**src/rtl/matvec_mac_sequencer_if.sv**
```systemverilog
// Result stream between the mat-vec sequencer and its consumer.
// Strict valid/ready: a word transfers on the clk edge where res_valid & res_ready are both high.
interface matvec_mac_sequencer_if #(
  parameter int ACC_W = 8,
  parameter int IDX_W = 2
);
  logic             res_valid;
  logic             res_ready;
  logic [ACC_W-1:0] res_data;
  logic [IDX_W-1:0] res_row;

  modport master (
    output res_valid,
    output res_data,
    output res_row,
    input  res_ready
  );

  modport slave (
    input  res_valid,
    input  res_data,
    input  res_row,
    output res_ready
  );
endinterface

```
**src/rtl/matvec_mac_sequencer.sv**
```systemverilog
// Shared-MAC sequencer computing y = M*v row by row, one MAC per cycle.
// Define MATVEC_TRANSPOSE_EN to compute y = M^T*v instead (same ports and timing).
module matvec_mac_sequencer #(
  parameter int EW    = 3,
  parameter int N     = 3,
  parameter int ACC_W = 2*EW + $clog2(N),
  parameter int IDX_W = ($clog2(N) > 0 ? $clog2(N) : 1)
) (
  input  logic                clk,
  input  logic                rst,
  input  logic                start,
  input  logic [N*N*EW-1:0]   mat_in,
  input  logic [N*EW-1:0]     vec_in,
  output logic                busy,
  output logic                done,
  output logic [1:0]          state_dbg,
  matvec_mac_sequencer_if.master res_if
);

  typedef enum logic [1:0] {
    S_IDLE = 2'd0,
    S_MAC  = 2'd1,
    S_OUT  = 2'd2
  } state_t;

  localparam logic [IDX_W-1:0] LAST = IDX_W'(N-1);

  state_t             state, state_next;
  logic [N*N*EW-1:0]  mat_q;
  logic [N*EW-1:0]    vec_q;
  logic [IDX_W-1:0]   row, col;
  logic [ACC_W-1:0]   acc;
  logic [ACC_W-1:0]   res_data_q;
  logic [IDX_W-1:0]   res_row_q;
  logic               res_valid_q;

  logic [EW-1:0]      m_arr [N][N];
  logic [EW-1:0]      v_arr [N];
  logic [EW-1:0]      m_el, v_el;
  logic [2*EW-1:0]    prod;
  logic [ACC_W-1:0]   acc_sum;
  logic               handshake;

  for (genvar r = 0; r < N; r++) begin : g_row
    for (genvar c = 0; c < N; c++) begin : g_col
      assign m_arr[r][c] = mat_q[EW*(N*r+c) +: EW];
    end
    assign v_arr[r] = vec_q[EW*r +: EW];
  end

`ifdef MATVEC_TRANSPOSE_EN
  assign m_el = m_arr[col][row];
`else
  assign m_el = m_arr[row][col];
`endif
  assign v_el    = v_arr[col];
  assign prod    = (2*EW)'(m_el) * (2*EW)'(v_el);
  assign acc_sum = acc + ACC_W'(prod);

  assign handshake = res_valid_q & res_if.res_ready;

  always_ff @(posedge clk or posedge rst) begin
    if (rst) state <= S_IDLE;
    else     state <= state_next;
  end

  always_comb begin
    state_next = state;
    case (state)
      S_IDLE:  if (start) state_next = S_MAC;
      S_MAC:   if (col == LAST) state_next = S_OUT;
      S_OUT:   if (handshake) state_next = (row == LAST) ? S_IDLE : S_MAC;
      default: state_next = S_IDLE;
    endcase
  end

  // Datapath; done is a pulse, so it defaults low every edge.
  always_ff @(posedge clk or posedge rst) begin
    if (rst) begin
      mat_q       <= '0;
      vec_q       <= '0;
      row         <= '0;
      col         <= '0;
      acc         <= '0;
      res_data_q  <= '0;
      res_row_q   <= '0;
      res_valid_q <= 1'b0;
      busy        <= 1'b0;
      done        <= 1'b0;
    end else begin
      done <= 1'b0;
      case (state)
        S_IDLE: begin
          if (start) begin
            mat_q <= mat_in;
            vec_q <= vec_in;
            row   <= '0;
            col   <= '0;
            acc   <= '0;
            busy  <= 1'b1;
          end
        end
        S_MAC: begin
          acc <= acc_sum;
          col <= col + IDX_W'(1);
          if (col == LAST) begin
            res_data_q  <= acc_sum;
            res_row_q   <= row;
            res_valid_q <= 1'b1;
          end
        end
        S_OUT: begin
          if (handshake) begin
            res_valid_q <= 1'b0;
            if (row == LAST) begin
              busy <= 1'b0;
              done <= 1'b1;
            end else begin
              row <= row + IDX_W'(1);
              col <= '0;
              acc <= '0;
            end
          end
        end
        default: ;
      endcase
    end
  end

  assign res_if.res_valid = res_valid_q;
  assign res_if.res_data  = res_data_q;
  assign res_if.res_row   = res_row_q;
  assign state_dbg        = state;

endmodule

```
**src/flat_wrapper.sv**
```systemverilog
// flat-port wrapper written by rule: the top's interface ports become plain ports
module matvec_mac_sequencer_flat 
#(
  parameter int EW    = 3,
  parameter int N     = 3,
  parameter int ACC_W = 2*EW + $clog2(N),
  parameter int IDX_W = ($clog2(N) > 0 ? $clog2(N) : 1)
)
  (clk, rst, start, mat_in, vec_in, busy, done, state_dbg, res_if_res_valid, res_if_res_data, res_if_res_row, res_if_res_ready);
  matvec_mac_sequencer_if #(.ACC_W(ACC_W), .IDX_W(IDX_W)) res_if_i ();
  input  logic clk;
  input  logic rst;
  input  logic start;
  input  logic [N*N*EW-1:0] mat_in;
  input  logic [N*EW-1:0] vec_in;
  output logic busy;
  output logic done;
  output logic [1:0] state_dbg;
  output wire logic [$bits(res_if_i.res_valid)-1:0] res_if_res_valid;
  output wire logic [$bits(res_if_i.res_data)-1:0] res_if_res_data;
  output wire logic [$bits(res_if_i.res_row)-1:0] res_if_res_row;
  input wire logic [$bits(res_if_i.res_ready)-1:0] res_if_res_ready;
  assign res_if_res_valid = res_if_i.res_valid;
  assign res_if_res_data = res_if_i.res_data;
  assign res_if_res_row = res_if_i.res_row;
  assign res_if_i.res_ready = res_if_res_ready;
  matvec_mac_sequencer #(.EW(EW), .N(N), .ACC_W(ACC_W), .IDX_W(IDX_W)) u_core (.clk(clk), .rst(rst), .start(start), .mat_in(mat_in), .vec_in(vec_in), .busy(busy), .done(done), .state_dbg(state_dbg), .res_if(res_if_i));
endmodule
```
**config.mk**
```make
export PLATFORM = sky130hd
export DESIGN_NAME = matvec_mac_sequencer_flat
export DESIGN_NICKNAME = d
export VERILOG_FILES = /design/src/rtl/matvec_mac_sequencer_if.sv /design/src/rtl/matvec_mac_sequencer.sv /design/src/flat_wrapper.sv
export SDC_FILE = /design/constraint.sdc
export NUM_CORES = 1
export LEC_CHECK = 0
export BUFFER_PORTS_ARGS = -buffer_cell sky130_fd_sc_hd__buf_4
export CAP_MARGIN = 20
export CORE_MARGIN = 5
export CORE_UTILIZATION = 45
export DETAILED_ROUTE_END_ITERATION = 10
export PLACE_DENSITY = 0.7
export RECOVER_POWER = 50
export SKIP_CTS_REPAIR_TIMING = 1
export SLEW_MARGIN = 15
export SYNTH_ARGS = -nofsm -noshare
export SYNTH_HDL_FRONTEND = slang
export SYNTH_SLANG_ARGS = --single-unit
```
**constraint.sdc**
```tcl
create_clock -name clk -period 4.3 [get_ports clk]
set_clock_uncertainty 0.2 [all_clocks]
set_input_delay 0.86 -clock clk [delete_from_list [all_inputs] [get_ports clk]]
set_output_delay 0.86 -clock clk [all_outputs]
set_load 0.1 [all_outputs]
```
### Word level (Yosys, flattened, before mapping)

Cells that the tools add are included.

* register bits after elaboration: 63
* bits in latches: 0
* memory bits (writable): 0
* bits in read-only memories: 0
* output and inout bits: 15
* memories kept: 0

* add/subtract/negate cells: 3
* multipliers: 1
* divide/modulo/power cells: 0
* $lt $le $gt $ge: 2
* eq/ne operators: 9
* shift operators: 0
* multiplexer cells: 35
* bitwise logic cells: 3
* reduce and logical (&&, ||, !) cells: 11

Operators by type and width (number)
* 2-to-1 mux 8 bit: 3
* one-hot mux 8 bit (3 select lines): 1
* binary-select mux 9 bit (select 2 bit): 1
* 2-to-1 mux 9 bit: 2
* 2-to-1 mux 2 bit: 8
* binary-select mux 3 bit (select 2 bit): 2
* 2-to-1 mux 3 bit: 4
* one-hot mux 2 bit (3 select lines): 2
* AND reduction 4 bit: 3
* 2-to-1 mux 1 bit: 9
* adder 8 x 6 -> 8 bit: 1
* == test 2 bit, second input constant: 3
* greater-or-equal comparator 3 bit, second input constant: 2
* multiplier 3 x 3 -> 6 bit: 1
* != test 2 x 1 -> 1 bit, second input constant: 3
* NOT 2 -> 3 bit: 2
* AND reduction 3 bit: 2
* adder 2 x 1 -> 2 bit, second input constant: 2
* != test 2 bit, second input constant: 2
* one-hot mux 1 bit (2 select lines): 2
* one-hot mux 2 bit (2 select lines): 1
* AND reduction 2 bit: 2
* nonzero test 2 bit: 2
* nonzero test 3 bit: 1
* other kinds (3): 3

### Logic depth before layout (Yosys ltp)

* depth after elaboration: 10
* mapped depth: 15

### Worst setup path before layout

No wires, ideal clock.

* path kind: register to register
* start: register u_core.row[1]
* end: register u_core.acc[7]
* library setup time: 0.078 ns
* arrival time: 3.709 ns
* required time: 4.022 ns
* slack: 0.313 ns
* stages on the path, launching flop included: 14
* cells stage by stage: dfrtp_1 clkbuf_1 mux4_2 a221oi_1 a21o_1 nand2b_1 fa_1 fa_1 inv_1 fa_1 a21o_1 a221o_1 nand2b_1 a21oi_1

* longest elaborated chain between the ends: 10

RTL lines
* from (decl): RTL line matvec_mac_sequencer.sv:31 `logic [IDX_W-1:0] row, col;`
* from (signal assigned): RTL line matvec_mac_sequencer.sv:119 `row <= row + IDX_W'(1);`
* NOT 2 -> 3 bit (not written as such): RTL line matvec_mac_sequencer.sv:54 `assign m_el = m_arr[row][col];`
* binary-select mux 9 bit (select 2 bit): RTL line matvec_mac_sequencer.sv:54
* 2-to-1 mux 9 bit (not written as such) (2 in series): RTL line matvec_mac_sequencer.sv:54
* binary-select mux 3 bit (select 2 bit): RTL line matvec_mac_sequencer.sv:54
* 2-to-1 mux 3 bit (not written as such) (2 in series): RTL line matvec_mac_sequencer.sv:54
* multiplier 3 x 3 -> 6 bit: RTL line matvec_mac_sequencer.sv:57 `assign prod = (2*EW)'(m_el) * (2*EW)'(v_el);`
* adder 8 x 6 -> 8 bit: RTL line matvec_mac_sequencer.sv:58 `assign acc_sum = acc + ACC_W'(prod);`
* one-hot mux 8 bit (3 select lines): RTL line matvec_mac_sequencer.sv:92 `case (state)`
* to (signal assigned): RTL line matvec_mac_sequencer.sv:104 `acc <= acc_sum;`
* to (decl): RTL line matvec_mac_sequencer.sv:32 `logic [ACC_W-1:0] acc;`

Parallel ways exist; a longest one is shown, timed or not. The select of a mux whose other input is x is not followed.
A chain may end at the register's enable or synchronous reset.

### Worst setup path in the final report

* start: register u_core.col[0]
* end: register u_core.acc[7]

* longest elaborated chain between the ends: 7

RTL lines
* from (decl): RTL line matvec_mac_sequencer.sv:31
* from (signal assigned): RTL line matvec_mac_sequencer.sv:105 `col <= col + IDX_W'(1);`
* NOT 2 -> 3 bit (not written as such) *: RTL line matvec_mac_sequencer.sv:54, matvec_mac_sequencer.sv:56
* binary-select mux 3 bit (select 2 bit), on equally long branches: RTL line matvec_mac_sequencer.sv:54, matvec_mac_sequencer.sv:56
* 2-to-1 mux 3 bit, on equally long branches (2 in series): RTL line matvec_mac_sequencer.sv:54, matvec_mac_sequencer.sv:56
* multiplier 3 x 3 -> 6 bit *: RTL line matvec_mac_sequencer.sv:57
* adder 8 x 6 -> 8 bit *: RTL line matvec_mac_sequencer.sv:58
* one-hot mux 8 bit (3 select lines) *: RTL line matvec_mac_sequencer.sv:92

Every way passes the cells marked *; elsewhere a longest branch is shown, timed or not. The select of a mux whose other input is x is not followed.

==> impl_summary.log <==
[metrics] synthesized instance count: 274
[metrics] fraction of power consumed by combinational cells: 57.0%
[metrics] num rows: 31
[metrics] most common cell in the synthesized netlist: dfrtp_1
[metrics] total of endpoints with negative setup slack in the final report: 0
[metrics] net total in the final layout: between 300 and 400
[metrics] overflow left after global routing: 0
[metrics] vias in the first global route: roughly 2300
[metrics] clock slew seen by the registers of the worst setup and hold paths: 0.07 ns
[metrics] unrepaired setup endpoints after global routing: false
[metrics] yosys synthesis warning count: 0
[metrics] proportion of synthesized chip area in sequential cells: 47.6%
[metrics] count of final hold-check violations: 0
[metrics] remaining design rule violation count: 0
[metrics] global router's overall resource usage: 16.2%
[metrics] H-tree Lvls: 3
[metrics] min Tclk post-route: 4.11 ns
[metrics] effective utilization at floorplan: between 40% and 50%
[metrics] clk sinks: 63
[metrics] Clock Path Buffers: 2
[metrics] die width: around 96 um
[metrics] area added between synthesis and finish: 19.7%
[metrics] worst-case headroom to the max-slew limit: -23.2%
[metrics] number of clock buffers inserted by TritonCTS: 9
[metrics] cell-internal power: 1.94 mW
[metrics] Ant. Diodes: 0
[metrics] final critical-path share of the clock period: 95.5%
[metrics] area share of the largest cell type after synthesis: 47.6%
[metrics] via count: 2209
[metrics] maximum single-stage delay on the critical path: 0.51 ns
[metrics] Routed Antenna Nets: 0
[metrics] via/cell ratio: 5.07
[metrics] maximum VDD drop: 0.337 mV
[metrics] status: finished, violations left
[metrics] Total Wirelength: approximately 6500 um
[metrics] cell type with the highest occurrence count on the critical path: fa_1
[metrics] number of antenna violations at the first check in global routing: 0
[metrics] estimated wirelength of the detail-placed design: 5010 um
[metrics] wire length of the first global-routing pass: roughly 11000 um
[metrics] die area: 0.00918 mm^2
[metrics] nature of the critical path startpoint: flip-flop
[metrics] overall power of the completed layout: 3.47 mW
[metrics] element type at the critical path end: flip-flop
[metrics] total net switching power: 1.53 mW
[metrics] post-detailed-placement cell area: 0.00380 mm^2
[metrics] clock latency on the worst-skew pair: 0.34 ns
[metrics] combined buffer and inverter count along the critical path: 1
[metrics] cell area after layout: 0.00397 mm^2
[metrics] most area-hungry cell type in the Yosys netlist: dfrtp_1
[metrics] slew of the pin with the lowest slew margin: 1.85 ns
[metrics] floorplan die height: 95.8 um
[metrics] maximum number of pins on one net before global-route repair: between 40 and 50
[metrics] Clk pwr share: about an eighth
[metrics] GP Congestion: ~0.8
[metrics] category of the critical setup timing path: flip-flop to flip-flop
[metrics] prevailing post-synth register cell: dfrtp_1
[metrics] critical path data required time: 4.37 ns
[metrics] worst-path maximum fanout: 4
[metrics] post-synthesis instance area: 0.00331 mm^2
[metrics] CP arrival: 4.18 ns
[metrics] failing checks: capacitance limit, slew limit
[metrics] Port Buffers: 54
[metrics] hold crit path type: flip-flop to flip-flop
[metrics] Iteration-0 DRC Markers: 55
[metrics] flop and latch count out of synthesis: 63
[metrics] Root Buffer Master: clkbuf_8
[metrics] average size of a mapped cell: between 10 and 15 um^2
[metrics] fraction of registers with async set or reset after synthesis: 100%
[metrics] area of the core region: 0.00721 mm^2
[metrics] number of distinct library cell variants in the gate-level netlist after synthesis: 36
[metrics] most used standard cells in the synthesized netlist: 63 x dfrtp_1, 49 x mux2_2, 20 x inv_1
[metrics] total of max-cap violations: 2
[metrics] drt pass-1 iters: 4
[metrics] cell breakdown of the critical path: mux4_2, a221oi_1, a21o_1, or2_1, fa_1, fa_1, inv_1, fa_1, a21o_1, a221o_1, nand2b_1, a21oi_1
[metrics] dominant cells by area after synthesis: dfrtp_1 48%, mux2_2 17%, ha_1 5.7%
[metrics] setup TNS: 0 ns
[metrics] sequential cell fraction of total power: 29.8%
[metrics] Max stage delay cell, worst path: mux4_2
[metrics] routed len/inst: 14.9 um
[metrics] Switching Share: between 40% and 50%
[metrics] kind of cell adding the most delay to the critical path: adder cells
[metrics] ratio of total power to cell area: 875 mW/mm^2
[metrics] cell leakage power: 1.87 nW
[metrics] CTS tree: built
[metrics] count of flip-flops with a built-in enable after synthesis: 0
[metrics] Max Transition Viols Final: 79
[metrics] top-level I/O count: 55
[metrics] layout cell share with drive strength beyond 1: 37.7%
[metrics] max frequency: 244 MHz
[metrics] net count after synthesis: 334
==> layer usage <==
metal | GRT usage, % | up-vias | share of wire [%]
met5 | 0 | - | 0
met1 | 20.5 | 1065 | 45
li1 | - | 1078 | -
met4 | 4.98 | 0 | 1.2
met3 | 6.10 | 8 | 6.6
met2 | 25.9 | 58 | 47
==> worst min-delay path, stage by stage, from the launching register on <==
cell,delay [ns]
dfrtp_1,0.35
nand2_1,0.05
o21ai_0,0.06
==> power by group through the flow <==
stage / combinational (mW) / sequential [mW] / clock [mW]
after floorplan: 1.32 / 1.30 / 0
after CTS: 2.00 / 1.04 / 0.471
after global routing: 2.21 / 1.07 / 0.508
after global placement: 1.96 / 1.03 / 0
after detailed placement: 1.99 / 1.05 / 0
final: 1.98 / 1.03 / 0.459
==> sequential cells by signal, indices dropped and copies added (netlist names) <==
register	cells
u_core.acc	8
u_core.mat_q	27
u_core.done	1
u_core.res_if.res_valid	1
u_core.res_if.res_data	8
u_core.col	2
u_core.row	2
u_core.state_dbg	2
u_core.res_if.res_row	2
u_core.vec_q	9
u_core.busy	1
==> area by class of cell <==
type / count / area [um^2]
clock buffers: 13 / 159
clock inverters: 3 / 17.5
fillers: 667 / 3250
inverters: 20 / 75.1
multi-input cells: 180 / 1590
flip-flops and latches: 63 / 1580
well taps: 99 / 124
repair buffers: 58 / 424
==> worst paths after layout <==
kind,startpoint,endpoint,slack (ns),depth (start not counted)
hold / removal,u_core.res_if.res_row[0],u_core.res_if.res_row[0],0.28,2
hold reg to reg,u_core.res_if.res_row[0],u_core.res_if.res_row[0],0.28,2
min in group asynchronous,rst,u_core.state_dbg[0],0.79,2
setup / recovery,u_core.col[0],u_core.acc[7],0.19,12
max in group asynchronous,rst,u_core.res_if.res_data[5],1.35,3
setup reg to reg,u_core.col[0],u_core.acc[7],0.19,12
==> cells in the final DEF, fill, tap and decap left out, types with 7 or more instances in the layout <==
master,n
nand2_1,18
o21ai_0,13
buf_4,54
nor2_1,12
ha_1,15
clkbuf_8,11
mux2_2,49
dfrtp_1,62
a21oi_1,11
inv_1,20
a22o_1,7
==> through the flow <==
stage          std cells  worst slack (ns)  util [%]  hold slack [ns]
2_1_floorplan        274             0.313         -            0.249
3_3_place_gp         420             0.189      52.7            0.263
3_5_place_dp         420             0.141      52.7            0.274
4_1_cts              436             0.120      55.2            0.288
5_1_grt              436            0.0171      55.0            0.302
6_report             436             0.194      55.0            0.282
==> logic make-up (layout without fill, tap and decap cells) <==
family	after synthesis	after routing	synth area share, %
flip-flops	63	63	47.6
multiplexers	55	55	19.6
AND/OR/NAND/NOR	54	54	8.35
AO/OA/AOI/OAI	46	46	10.1
buffers and inverters	31	94	4.38
adder cells (fa/ha/maj)	20	20	8.69
XOR/XNOR	5	5	1.32
(Power assumes the default switching activity.)
